<file path="src/rtl/shift_issue_stage_pkg.sv">
// Shared definitions for the shift-unit issue stage: funct codes, shifter ops, entry layout.
package shift_issue_stage_pkg;

  localparam int unsigned ENTRY_DW = 32;
  localparam int unsigned ENTRY_SW = 5;

  // R-type funct codes of the six shift instructions
  localparam logic [5:0] FN_SLL  = 6'h00;
  localparam logic [5:0] FN_SRL  = 6'h02;
  localparam logic [5:0] FN_SRA  = 6'h03;
  localparam logic [5:0] FN_SLLV = 6'h04;
  localparam logic [5:0] FN_SRLV = 6'h06;
  localparam logic [5:0] FN_SRAV = 6'h07;

  // Barrel shifter operation codes
  localparam logic [1:0] SHT_NONE   = 2'b00;
  localparam logic [1:0] SHT_LEFT   = 2'b01;
  localparam logic [1:0] SHT_LRIGHT = 2'b10;
  localparam logic [1:0] SHT_ARIGHT = 2'b11;

  typedef struct packed {
    logic [ENTRY_DW-1:0] da;
    logic [ENTRY_SW-1:0] db;
    logic [1:0]          func;
    logic [4:0]          rd;
    logic                is_shift;
  } entry_t;

endpackage

</file>
<file path="src/rtl/shift_decode.sv">
// Combinational decode of an R-type shift instruction into a shifter operand entry.
module shift_decode
  import shift_issue_stage_pkg::*;
(
  input  logic [31:0]         instr_i,
  input  logic [ENTRY_DW-1:0] rs_data_i,
  input  logic [ENTRY_DW-1:0] rt_data_i,
  output entry_t              entry_o
);

  logic [5:0] funct;
  logic [4:0] shamt;
  logic       unused_bits;

  assign funct = instr_i[5:0];
  assign shamt = instr_i[10:6];
  // rs/rt register fields are resolved upstream; only forwarded data is used here
  assign unused_bits = ^{instr_i[25:16], rs_data_i[ENTRY_DW-1:ENTRY_SW]};

  // Map funct to shifter op and amount source; anything else passes through as a no-op
  always_comb begin
    entry_o    = '0;
    entry_o.rd = instr_i[15:11];
    if (instr_i[31:26] == 6'b0) begin
      unique case (funct)
        FN_SLL:  begin entry_o.func = SHT_LEFT;   entry_o.db = shamt;                 end
        FN_SRL:  begin entry_o.func = SHT_LRIGHT; entry_o.db = shamt;                 end
        FN_SRA:  begin entry_o.func = SHT_ARIGHT; entry_o.db = shamt;                 end
        FN_SLLV: begin entry_o.func = SHT_LEFT;   entry_o.db = rs_data_i[ENTRY_SW-1:0]; end
        FN_SRLV: begin entry_o.func = SHT_LRIGHT; entry_o.db = rs_data_i[ENTRY_SW-1:0]; end
        FN_SRAV: begin entry_o.func = SHT_ARIGHT; entry_o.db = rs_data_i[ENTRY_SW-1:0]; end
        default: ;
      endcase
      if (entry_o.func != SHT_NONE) begin
        entry_o.is_shift = 1'b1;
        entry_o.da       = rt_data_i;
      end
    end
  end

endmodule

</file>
<file path="src/rtl/shift_issue_stage.sv">
// ID/EX issue stage for the shift unit: decode, two-entry skid buffer, stall counter.
module shift_issue_stage
  import shift_issue_stage_pkg::*;
#(
  parameter int unsigned DW    = ENTRY_DW,
  parameter int unsigned SW    = ENTRY_SW,
  parameter int unsigned CNT_W = 16
) (
  input  logic             clk,
  input  logic             rst_n,
  input  logic             in_valid,
  output logic             in_ready,
  input  logic [31:0]      instr,
  input  logic [DW-1:0]    rs_data,
  input  logic [DW-1:0]    rt_data,
  input  logic             flush,
  output logic             out_valid,
  input  logic             out_ready,
  output logic [DW-1:0]    SHT_DA,
  output logic [SW-1:0]    SHT_DB,
  output logic [1:0]       SHT_Func,
  output logic [4:0]       out_rd,
  output logic             out_is_shift,
  output logic [CNT_W-1:0] stall_cnt
);

  entry_t           dec_entry;
  entry_t           main_q, main_d, skid_q, skid_d;
  logic             main_valid_q, main_valid_d, skid_valid_q, skid_valid_d;
  logic [CNT_W-1:0] stall_cnt_q, stall_cnt_d;
  logic             accept, pop;

  shift_decode u_decode (
    .instr_i   (instr),
    .rs_data_i (rs_data),
    .rt_data_i (rt_data),
    .entry_o   (dec_entry)
  );

  assign in_ready = ~skid_valid_q;
  assign accept   = in_valid & in_ready;
  assign pop      = main_valid_q & out_ready;

  // Skid-buffer routing; flush only drops valid bits so outputs keep their last data
  always_comb begin
    main_d       = main_q;
    skid_d       = skid_q;
    main_valid_d = main_valid_q;
    skid_valid_d = skid_valid_q;
    if (flush) begin
      main_valid_d = 1'b0;
      skid_valid_d = 1'b0;
    end else if (pop && skid_valid_q) begin
      // in_ready is low here, so no accept can collide with the skid drain
      main_d       = skid_q;
      skid_valid_d = 1'b0;
    end else if (accept && (!main_valid_q || pop)) begin
      main_d       = dec_entry;
      main_valid_d = 1'b1;
    end else if (accept) begin
      skid_d       = dec_entry;
      skid_valid_d = 1'b1;
    end else if (pop) begin
      main_valid_d = 1'b0;
    end
  end

  // Saturating count of cycles where a valid entry is held back
  always_comb begin
    stall_cnt_d = stall_cnt_q;
    if (main_valid_q && !out_ready && (stall_cnt_q != {CNT_W{1'b1}})) begin
      stall_cnt_d = stall_cnt_q + 1'b1;
    end
  end

  // State registers
  always_ff @(posedge clk or negedge rst_n) begin
    if (!rst_n) begin
      main_q       <= '0;
      skid_q       <= '0;
      main_valid_q <= 1'b0;
      skid_valid_q <= 1'b0;
      stall_cnt_q  <= '0;
    end else begin
      main_q       <= main_d;
      skid_q       <= skid_d;
      main_valid_q <= main_valid_d;
      skid_valid_q <= skid_valid_d;
      stall_cnt_q  <= stall_cnt_d;
    end
  end

  assign out_valid    = main_valid_q;
  assign SHT_DA       = main_q.da;
  assign SHT_DB       = main_q.db;
  assign SHT_Func     = main_q.func;
  assign out_rd       = main_q.rd;
  assign out_is_shift = main_q.is_shift;
  assign stall_cnt    = stall_cnt_q;

endmodule

</file>
<file path="config.mk">
export PLATFORM = sky130hd
export DESIGN_NAME = shift_issue_stage
export DESIGN_NICKNAME = d
export VERILOG_FILES = /design/src/rtl/shift_issue_stage_pkg.sv /design/src/rtl/shift_decode.sv /design/src/rtl/shift_issue_stage.sv
export SDC_FILE = /design/constraint.sdc
export NUM_CORES = 1
export LEC_CHECK = 0
export CORE_UTILIZATION = 30
export CTS_CLUSTER_DIAMETER = 120
export DETAILED_ROUTE_END_ITERATION = 8
export SLEW_MARGIN = 20
export SYNTH_ARGS = -nofsm -noshare
export SYNTH_HDL_FRONTEND = slang
export SYNTH_SLANG_ARGS = --single-unit
</file>
<file path="constraint.sdc">
create_clock -name clk -period 3.1 [get_ports clk]
set_input_delay 0.465 -clock clk [delete_from_list [all_inputs] [get_ports clk]]
set_output_delay 0.465 -clock clk [all_outputs]
set_load 0.02 [all_outputs]
</file>
Yosys cells after proc, flatten, opt, wreduce, memory -nomap -nowiden

Index checks and enable logic that the tools add are counted.

Bits in registers: 108
Input port bits: 101
Output and inout port bits: 63
Logic and storage cells: 63

Add/subtract/negate cells: 1
Equality and inequality tests: 9
Muxes and demuxes: 17
Bitwise gates (word level): 6
Reduce and logical (&&, ||, !) cells: 17

Operators by type and width:

| cell                                                   | count |
|---|---|
| 2-to-1 mux 45 bit                                      | 2 |
| one-hot mux 7 bit (6 select lines)                     | 1 |
| 2-to-1 mux 39 bit                                      | 1 |
| 2-to-1 mux 32 bit                                      | 1 |
| == test 6 x 3 -> 1 bit (second input constant)         | 3 |
| adder 16 x 1 -> 16 bit (second input constant)         | 1 |
| inequality test 16 bit (second input constant)         | 1 |
| == test 6 x 2 -> 1 bit (second input constant)         | 2 |
| zero test 6 bit                                        | 2 |
| 2-to-1 mux 1 bit                                       | 11 |
| 2-to-1 mux 7 bit                                       | 1 |
| nonzero test 3 bit                                     | 2 |
| logical AND 1 bit                                      | 4 |
| NOT 1 bit                                              | 4 |
| AND reduction 2 bit                                    | 2 |
| AND reduction 4 bit                                    | 1 |
| nonzero test 2 bit                                     | 2 |
| inequality test 3 x 2 -> 1 bit (second input constant) | 1 |
| inequality test 3 bit (second input constant)          | 1 |
| AND reduction 3 bit                                    | 1 |
| bitwise AND 1 bit                                      | 2 |
| zero test 1 bit                                        | 2 |
| inequality test 2 bit (second input constant)          | 1 |
| logical OR 1 bit                                       | 1 |

Depth between registers and ports, before layout

Depth after elaboration: 8
Depth in mapped cells: 8
Mapped depth without buffers: 5

By module

A second synthesis with hierarchy kept.

Cell total of the unflattened synthesis: 478
Area total of the unflattened synthesis: 5,316.3 sq um

By module, submodules not included:

| module            | times used | cells an instance | area each (sq um) | sequential area each (sq um) |
|---|---|---|---|---|
| shift_issue_stage | 1          | 374               | 4,662.0           | 2,702.6 |
| shift_decode      | 1          | 104               | 654.4             | 0.0 |

Least setup slack after synthesis

No wires, ideal clock.

Kind: input -> register
From: input port instr[3]
To: register skid_q[12] in the netlist's numbering
Library setup time: 0.065 ns
Data arrival time: 1.904 ns
Required time: 3.035 ns
Slack: 1.131 ns
Stages: 6
Path buffers: 2
Cells stage by stage: or4_4 -> nor4_4 -> nor2b_1 -> buf_2 -> buf_6 -> a22o_1

Cells in the longest elaborated chain, start to end: 4
Elaborated cells on any way between the ends: 9
Those cells by class: 5 x eq/ne; 3 x mux; 1 x reduce/logical

Ends and longest elaborated chain:

| element                                              | line                    | source |
|---|---|---|
| from (decl)                                          | shift_issue_stage.sv:13 | `input logic [31:0] instr,` |
| == test 6 x 3 -> 1 bit, or another cell as far along | shift_decode.sv:25      | `unique case (funct)` |
| one-hot mux 7 bit (6 select lines) *                 | shift_decode.sv:25      |  |
| 2-to-1 mux 7 bit *                                   | shift_decode.sv:24      | `if (instr_i[31:26] == 6'b0) begin` |
| 2-to-1 mux 39 bit *                                  | shift_decode.sv:24      |  |
| to (signal assigned)                                 | shift_issue_stage.sv:86 | `skid_q <= skid_d;` |
| to (decl)                                            | shift_issue_stage.sv:28 | `entry_t main_q, main_d, skid_q, skid_d;` |

Mark *: on every way between the ends. The rest lies on a longest branch, timed or not. The select of a mux whose other input is x is not followed.
A chain may end at the register's enable or synchronous reset.

Final worst setup path

From: input port instr[3]
To: register skid_q[11] in the netlist's numbering

Same word-level chain as after synthesis.

==> flow_metrics.env <==
export IMPL_status="completed"
export IMPL_ys_top_cells_by_count="dfrtp_1 (108), nand2_1 (65), nor2_1 (47)"
export IMPL_netlist_top_cells_area="dfrtp_1 (58%), a22o_1 (6.2%), a31oi_1 (6.0%)"
export IMPL_hp_start="skid_q[10]$_DFFE_PN0P_"
export IMPL_grt_max_degree=55
export IMPL_peakVddDrop_v=0.0003454
export IMPL_wl_um=12380
export IMPL_grt_pass1_vias=4018
export IMPL_fillers=1463
export IMPL_fin_setup_tns_ns=0
export IMPL_yosysTopAreaCell="dfrtp_1"
export IMPL_max_freq_mhz=434.0
export IMPL_cp_slowest_cell="or4_4"
export IMPL_syn_avg_cell_area_um2=10.31
export IMPL_drive_gt1_share_pct=7.799
export IMPL_drc=0
export IMPL_crit_type="in2reg"
export IMPL_max_stage_delay_ns=0.55
export IMPL_final_nets=674
export IMPL_dp_cells=748
export IMPL_slew_headroom_pct=44.22
export IMPL_setup_viol=0
export IMPL_drt_iter0_drc=172
export IMPL_timing_hold_ws_ns=0.4818
export IMPL_place_gp_congestion=0.7436
export IMPL_clockRootBuffer="clkbuf_16"
export IMPL_startpoint_type="input port"
export IMPL_synth_cell_type_count=36
export IMPL_cts_buffers=9
export IMPL_die_area_um2=16140
export IMPL_synth_top_area_share_pct=57.63
export IMPL_firstDrtPassIters=6
export IMPL_cp_data_required_time_ns=3.37
export IMPL_htreeDepth=3
export IMPL_yosysWarnings=0
export IMPL_yosysSeqAreaShare_pct=57.63
export IMPL_die_w_um=127.0
export IMPL_vias_per_cell=5.101
export IMPL_power_density_nw_per_um2=596.5
export IMPL_coreArea_um2=15200
export IMPL_dp_slack_ns=0.4237
export IMPL_cp_end_kind="flop"
export IMPL_crit_path_max_fanout=22
export IMPL_grt_overflow=0
export IMPL_synthToLayoutAreaGrowth_pct=39.57
export IMPL_syn_cell_area_um2=4689
export IMPL_multi_input_area_um2=1828
export IMPL_grt_pass1_wl_um=20510
export IMPL_finalHoldViolations=0
export IMPL_vias=3902
export IMPL_syn_nets=557
export IMPL_dp_hpwl_um=8041
export IMPL_cts_setup_buffers=0
export IMPL_synth_cells=455
export IMPL_worst_pin_slew_ns=0.8291
export IMPL_initial_core_util_pct=30.85
export IMPL_worst_skew_pair_late_latency_ns=0.35
export IMPL_async_reset_ff_share_pct=100.0
export IMPL_io_buffer_count=126
export IMPL_cts_tree="yes"
export IMPL_crit_path_cell_trace="clkdlybuf4s50_1 -> or4_4 -> nor4_4 -> buf_4 -> nand2b_1 -> o21ai_0"
export IMPL_cp_arrival_ns=2.57
export IMPL_r2r_start="stall_cnt[0]$_DFFE_PN0P_"
export IMPL_grt_setup_unrepaired="no"
export IMPL_setup_slack_ns=0.7959
export IMPL_clock_skew_ns=0.005314
export IMPL_min_path_type="reg2reg"
export IMPL_ant_nets=0
export IMPL_grt_antenna_before_repair=1
export IMPL_track_usage_pct=16.28
export IMPL_synth_seq_cells=108
export IMPL_cts_clk_slew_worst_paths_ns=0.07
export IMPL_min_period_ns=2.304
export IMPL_clock_path_buffers=2
export IMPL_synthFlopType="dfrtp_1"
export IMPL_crit_start="instr[3]"
export IMPL_synth_edff_count=0
export IMPL_maxSlewViolCount=0
export IMPL_boundaryPins=164
export IMPL_leakage_nw=2.686
export IMPL_wl_per_cell_um=16.18
export IMPL_clkSinkCount=108
export IMPL_num_antenna_cells=0
export IMPL_cap_violations=0
export IMPL_synth_most_common_cell="dfrtp_1"
export IMPL_post_route_period_util_pct=74.33
export IMPL_final_cells=765
export IMPL_regArea_um2=2703
export IMPL_die_y_um=127.0
export IMPL_rows=45
==> metrics by stage <==
step	cell area, µm²	util (%)	total power [mW]
CTS	6545	43.05	3.962
global placement	6170	40.58	2.523
floorplan	4690	-	2.065
global route	6545	43.05	4.107
detailed placement	6170	40.58	2.537
finish	6545	43.05	3.904
==> layout make-up <==
type                            instances  share of cell area (%)
Clock inverter                          6                   2.084
Multi-Input combinational cell        308                   27.93
Timing Repair Buffer                  141                   21.37
Sequential cell                       108                   41.29
Clock buffer                           10                   3.498
Tap cell                              188                   3.594
Inverter                                4                  0.2294
==> power by group <==
group,leakage (nW),internal (mW),switching [mW]
Clock,0.173,0.874,0.527
Sequential,1.39,1.56,0.116
Combinational,1.13,0.418,0.405
Total,2.69,2.86,1.05
==> flip-flops by register name, summed over array words and instances (netlist names), 2 cells and up <==
signal,cells
out_rd,5
SHT_DA,32
stall_cnt,16
SHT_DB,5
SHT_Func,2
skid_q,45
==> worst max-delay path, delay by kind of cell <==
kind / cells / cell delay [ns]
and+or+nand+nor: 3 / 1.14
AOI/OAI and AO/OA: 1 / 0.19
buffers and inverters: 2 / 0.77
==> routing by layer <==
metal / part of all wire (%) / global-route usage [%]
met5: 0.10 / 0
met4: 1.2 / 5.812
met3: 6.5 / 4.271
met2: 46 / 26.41
met1: 46 / 21.02
==> repair_timing <==
| item | in CTS | in global routing |
|---|---|---|
| hold endpoints to repair | 15 | 0 |
| resized for setup | 0 | 0 |
| hold buffers | 1 | 0 |
==> kinds of logic (layout without fill, tap and decap cells) <==
kind of cell	Yosys count	count (layout)	share of synthesized area, %
multiplexers	12	12	2.775
flip-flops	108	108	57.63
AND/OR/NAND/NOR	193	193	19.26
buffers and inverters	39	161	3.949
XOR/XNOR	14	14	2.615
AO/OA/AOI/OAI	88	88	13.50
adder cells (fa/ha/maj)	1	1	0.2668
==> final timing paths <==
kind / end / slack (ns) / depth (start not counted)
worst max register to register: stall_cnt[1]$_DFFE_PN0P_ / 0.97 / 6
max in group asynchronous: SHT_DA[2]$_DFFE_PN0P_ / 1.83 / 3
worst min register to register: skid_q[10]$_DFFE_PN0P_ / 0.48 / 2
worst min-delay path: skid_q[10]$_DFFE_PN0P_ / 0.48 / 2
worst max-delay path: skid_q[11]$_DFFE_PN0P_ / 0.80 / 6
min in group asynchronous: SHT_DA[23]$_DFFE_PN0P_ / 0.51 / 2
==> layout by cell type (no fill, tap or decap), types with 9 or more instances in the layout <==
cell	netlist	routed
clkdlybuf4s50_1	0	125
dfrtp_1	108	108
a22o_1	33	33
clkbuf_16	0	9
buf_4	1	13
nand2_1	65	65
nor2_1	47	47
xor2_1	9	9
nand3_1	41	40
a31oi_1	45	45
(Power assumes the default switching activity.)
==> RTL edit 1: new RTL, config.mk and constraints unchanged <==
`ENTRY_DW`: 32 -> 64.
--- a/src/rtl/shift_issue_stage_pkg.sv
+++ b/src/rtl/shift_issue_stage_pkg.sv
@@ -1,7 +1,7 @@
 // Shared definitions for the shift-unit issue stage: funct codes, shifter ops, entry layout.
 package shift_issue_stage_pkg;
 
-  localparam int unsigned ENTRY_DW = 32;
+  localparam int unsigned ENTRY_DW = 64;
   localparam int unsigned ENTRY_SW = 5;
 
   // R-type funct codes of the six shift instructions
Interface: changed (resized SHT_DA, rs_data and rt_data); port bits go from 164 to 260. No check against the original RTL was run, so the function may have changed too.
==> RTL edit 1 against the original RTL <==
  * Sequential cell count up 64
  * Largest power group unchanged
  * Setup slack better by 220 ps
  * Via count up 61%
  * Final area up 58%
  * Power up 37%
  * Routed wire length up 71%
  * Area after synthesis up 58%
  * Die area up 57%
  * Register-to-register slack better by 90 ps
  * Hold slack worse by 7.8 ps
  * Clock skew up 7.3 ps
==> RTL edit 1: results (changes against the original RTL) <==
stage	metric	value	unit	change
status	outcome	finished clean		unchanged
drt	dr_wl_met3	1250	µm	was 804 µm
place	place_area	0.00967	mm²	was 0.00617 mm²
logic_synthesis	syn_nets	889		was 557
logic_synthesis	synth_xor_area_frac	0.0107		was 0.0261
power	p_seq	0.00239	W	was 0.00168 W
place	hpwl	13000	µm	was 8040 µm
worst_setup_path	cp_max_fo	28		was 22
timing	max_slew_margin	0.627		was 0.442
logic_synthesis	avgSynthCellArea	10.2	µm²	was 10.3 µm²
clock_network	cts-buffers-inserted	17		was 9
cells_and_area	drive_gt1_frac	0.0690		was 0.0780
logic_synthesis	ys_top_cells_by_area	dfrtp_1 (58%), nand3_1 (9.0%), a22o_1 (7.6%), nand4_1 (5.9%), nand2_1 (5.5%)		was dfrtp_1 (58%), a22o_1 (6.2%), a31oi_1 (6.0%), nand2_1 (5.2%), nand3_1 (4.4%)
power	p_leak	4.60	nW	was 2.69 nW
worst_setup_path	slowest_delay	590	ps	was 550 ps
worst_setup_path	critical_path.top_delay_family	buffers and inverters		was simple AND/OR/NAND/NOR gates
cells_and_area	fin_nets	1052		was 674
cells_and_area	stdcell_count	1223		was 765
clock_network	clock_latency	420	ps	was 350 ps
timing	clock_skew	12.6	ps	was 5.31 ps
cells_and_area	largest_reg_flops	77		was 45
logic_synthesis	yosysUniqueCellTypes	39		was 36
power	power_density	518	mW/mm²	was 597 mW/mm²
global_route	grt_max_degree	80		was 55
place	gp_congestion	0.732		was 0.744
logic_synthesis	synth_adder_area_share	0.00169		was 0.00267
global_route	grt_pass1_vias	6202		was 4018
cells_and_area	seq_cells	172		was 108
global_route	antenna_found_initial	0		was 1
drt	wl_met2	10100	µm	was 5730 µm
power	ir_drop	302	µV	was 345 µV
drt	drt_iter0_markers	307		was 172
clock_network	htreeDepth	4		was 3
logic_synthesis	ys_seq_area_frac	0.582		was 0.576
global_route	track_usage	0.170		was 0.163
cells_and_area	multi_input_area_share	0.273		was 0.279
place	dp_slack	611	ps	was 424 ps
drt	wl_met1	9630	µm	was 5680 µm
cells_and_area	clock_area_frac	0.0634		was 0.0558
==> RTL edit 1: cell count changes after synthesis, sizes merged, moves of 8 or more <==
cell,unedited run,this run
nand3,41,133
dfrtp,108,172
nor2,47,16
nand4,6,70
a22o,33,64
a21oi,1,9
nand2,65,108
buf,10,32
a31oi,45,6
clkbuf,25,33
==> RTL edit 1: worst paths after layout <==
path                                          startpoint  cells past startpoint                  endpoint  slack (ps)
worst min register to register     SHT_DA[3]$_DFFE_PN0P_                      2     SHT_DA[3]$_DFFE_PN0P_         470
max in group asynchronous                          rst_n                      3    skid_q[21]$_DFFE_PN0P_        1830
min in group asynchronous                          rst_n                      2    SHT_DA[53]$_DFFE_PN0P_         500
worst max-delay path                           out_ready                      6  out_is_shift$_DFFE_PN0P_        1020
worst max register to register  skid_valid_q$_DFFE_PN0P_                      5  out_is_shift$_DFFE_PN0P_        1060
worst min-delay path               SHT_DA[3]$_DFFE_PN0P_                      2     SHT_DA[3]$_DFFE_PN0P_         470
==> RTL edit 2: new RTL, same flow settings <==
Made on the original files. Register the output `stall_cnt` once more, without a reset; this adds one clock of latency there. The other outputs are not delayed to match.
--- a/src/rtl/shift_issue_stage.sv
+++ b/src/rtl/shift_issue_stage.sv
@@ -96,7 +96,9 @@
   assign SHT_Func     = main_q.func;
   assign out_rd       = main_q.rd;
   assign out_is_shift = main_q.is_shift;
-  assign stall_cnt    = stall_cnt_q;
+  always_ff @(posedge clk) begin
+    stall_cnt <= stall_cnt_q;
+  end
 
 endmodule
 
Check against the original RTL: not equivalent (Yosys sat finds a counterexample within 4 cycles, from zero or initial values and one cycle with rst_n low).
==> RTL edit 2 against the original RTL <==
  * Power increased by 28%
  * Critical path depth decreased by 1
  * Area after synthesis is 6.5% higher
  * Setup slack better by 56 ps
  * Sequential cell count rose by 16
  * Combinational power rose by 0.5%
  * Routed wire length grew 5.8%
  * Hold slack got worse by 390 ps
  * Via count rose by 4.6%
  * Clock power increased by 59%
  * Die area increased by 6.4%
  * Synthesized cell count rose by 3.5%
  * Critical endpoint is now skid_q[26]$_DFFE_PN0P_
  * Final area rose by 9.9%
==> RTL edit 2: results (changes against the original RTL) <==
stage	metric	value	unit	change
logic_synthesis	syn_nets	573		was 557
worst_setup_path	slowest_delay	690	ps	was 550 ps
cells_and_area	stdcell_count	821		was 765
worst_setup_path	cp_data_arrival_time	2530	ps	was 2570 ps
power	p_leak	2.95	nW	was 2.69 nW
global_route	grt_pass1_wl	21200	µm	was 20500 µm
logic_synthesis	ys_top_cells_by_area	dfrtp_1 (54%), dfxtp_1 (6.4%), a22o_1 (5.8%), a31oi_1 (5.6%), nand2_1 (4.9%)		was dfrtp_1 (58%), a22o_1 (6.2%), a31oi_1 (6.0%), nand2_1 (5.2%), nand3_1 (4.4%)
cells_and_area	largest_register	skid_q		unchanged
worst_setup_path	r2r_end	stall_cnt_q[1]$_DFFE_PN0P_		was stall_cnt[1]$_DFFE_PN0P_
timing	worst_slew_pin_slew	881	ps	was 829 ps
logic_synthesis	synth-compound-area-share	0.127		was 0.135
clock_network	path_clk_slew	50	ps	was 70 ps
hold_path	holdCritPathClass	in2async		was reg2reg
power	switching_share	0.250		was 0.268
timing	clock_skew	7.36	ps	was 5.31 ps
logic_synthesis	synth_adder_area_share	0.00251		was 0.00267
cells_and_area	fin_nets	694		was 674
drt	wl	13100	µm	was 12400 µm
worst_setup_path	r2r_cells	5		was 6
logic_synthesis	avgSynthCellArea	10.6	µm²	was 10.3 µm²
worst_setup_path	crit_path_top_delay_cell	or3_2		was or4_4
drt	firstDrtPassIters	4		was 6
worst_setup_path	crit_path_end	skid_q[26]$_DFFE_PN0P_		was skid_q[11]$_DFFE_PN0P_
place	hpwl	8410	µm	was 8040 µm
logic_synthesis	async_flop_share	0.871		was 1.00
drt	drt_iter0_markers	196		was 172
cells_and_area	drive_gt1_frac	0.0959		was 0.0780
global_route	grt_pass1_vias	4106		was 4018
global_route	grt_max_degree	91		was 55
logic_synthesis	ys_seq_area_frac	0.605		was 0.576
clock_network	cts_resized	0		unchanged
drt	post_drt_via_cell_ratio	4.97		was 5.10
logic_synthesis	synth_xor_area_frac	0.0245		was 0.0261
place	placedCellCount	789		was 748
logic_synthesis	synthMuxAreaShare	0.0261		was 0.0277
place	gp_congestion	0.739		was 0.744
worst_setup_path	r2r-start	stall_cnt_q[3]$_DFFE_PN0P_		was stall_cnt[0]$_DFFE_PN0P_
power	ir_drop	370	µV	was 345 µV
status	outcome	finished clean		unchanged
worst_setup_path	startpoint	out_ready		was instr[3]
RTL edit 2: cell families after synthesis:
family	Yosys count
adder cells (fa/ha/maj)	1
multiplexers	12
XOR/XNOR	14
buffers and inverters	39
flip-flops	124
AND/OR/NAND/NOR	193
AO/OA/AOI/OAI	88
RTL edit 2: cell type report:
type / count / area [µm²]
Clock buffer: 22 / 484
Clock inverter: 10 / 184
Multi-Input combinational cell: 308 / 1830
Inverter: 4 / 15.0
Sequential cell: 124 / 3020
Tap cell: 216 / 270
Fill cell: 1456 / 8860
Timing Repair Buffer: 137 / 1390
RTL edit 2: worst reg2reg max path, delay by kind of cell, from the launching register on:
family	cells	cell delay, ps
buffers and inverters	1	270
AND/OR/NAND/NOR	3	1050
multiplexers	1	280
flip-flops	1	460
RTL edit 2: power by group through the flow:
stage | clock network [W] | logic [W] | registers (W)
6_report | 0.00222 | 0.000827 | 0.00193
5_1_grt | 0.00235 | 0.000895 | 0.00196
4_1_cts | 0.00227 | 0.000839 | 0.00193
3_5_place_dp | 0 | 0.000835 | 0.00196
3_3_place_gp | 0 | 0.000823 | 0.00196
2_1_floorplan | 0 | 0.000204 | 0.00211
RTL edit 2: per-stage QoR:
| stage | total power (W) | hold WS, ps |
|---|---|---|
| finish | 0.00498 | 95.3 |
| global route | 0.00520 | 157 |
| CTS | 0.00504 | 126 |
| detailed placement | 0.00279 | 404 |
| global placement | 0.00278 | 413 |
| floorplan | 0.00231 | 169 |
RTL edit 2: metal layers:
metal / GRT usage / share of wire
met1: 0.206 / 0.46
met2: 0.264 / 0.47
met3: 0.0546 / 0.061
met4: 0.0581 / 0.0099
met5: 0 / 0
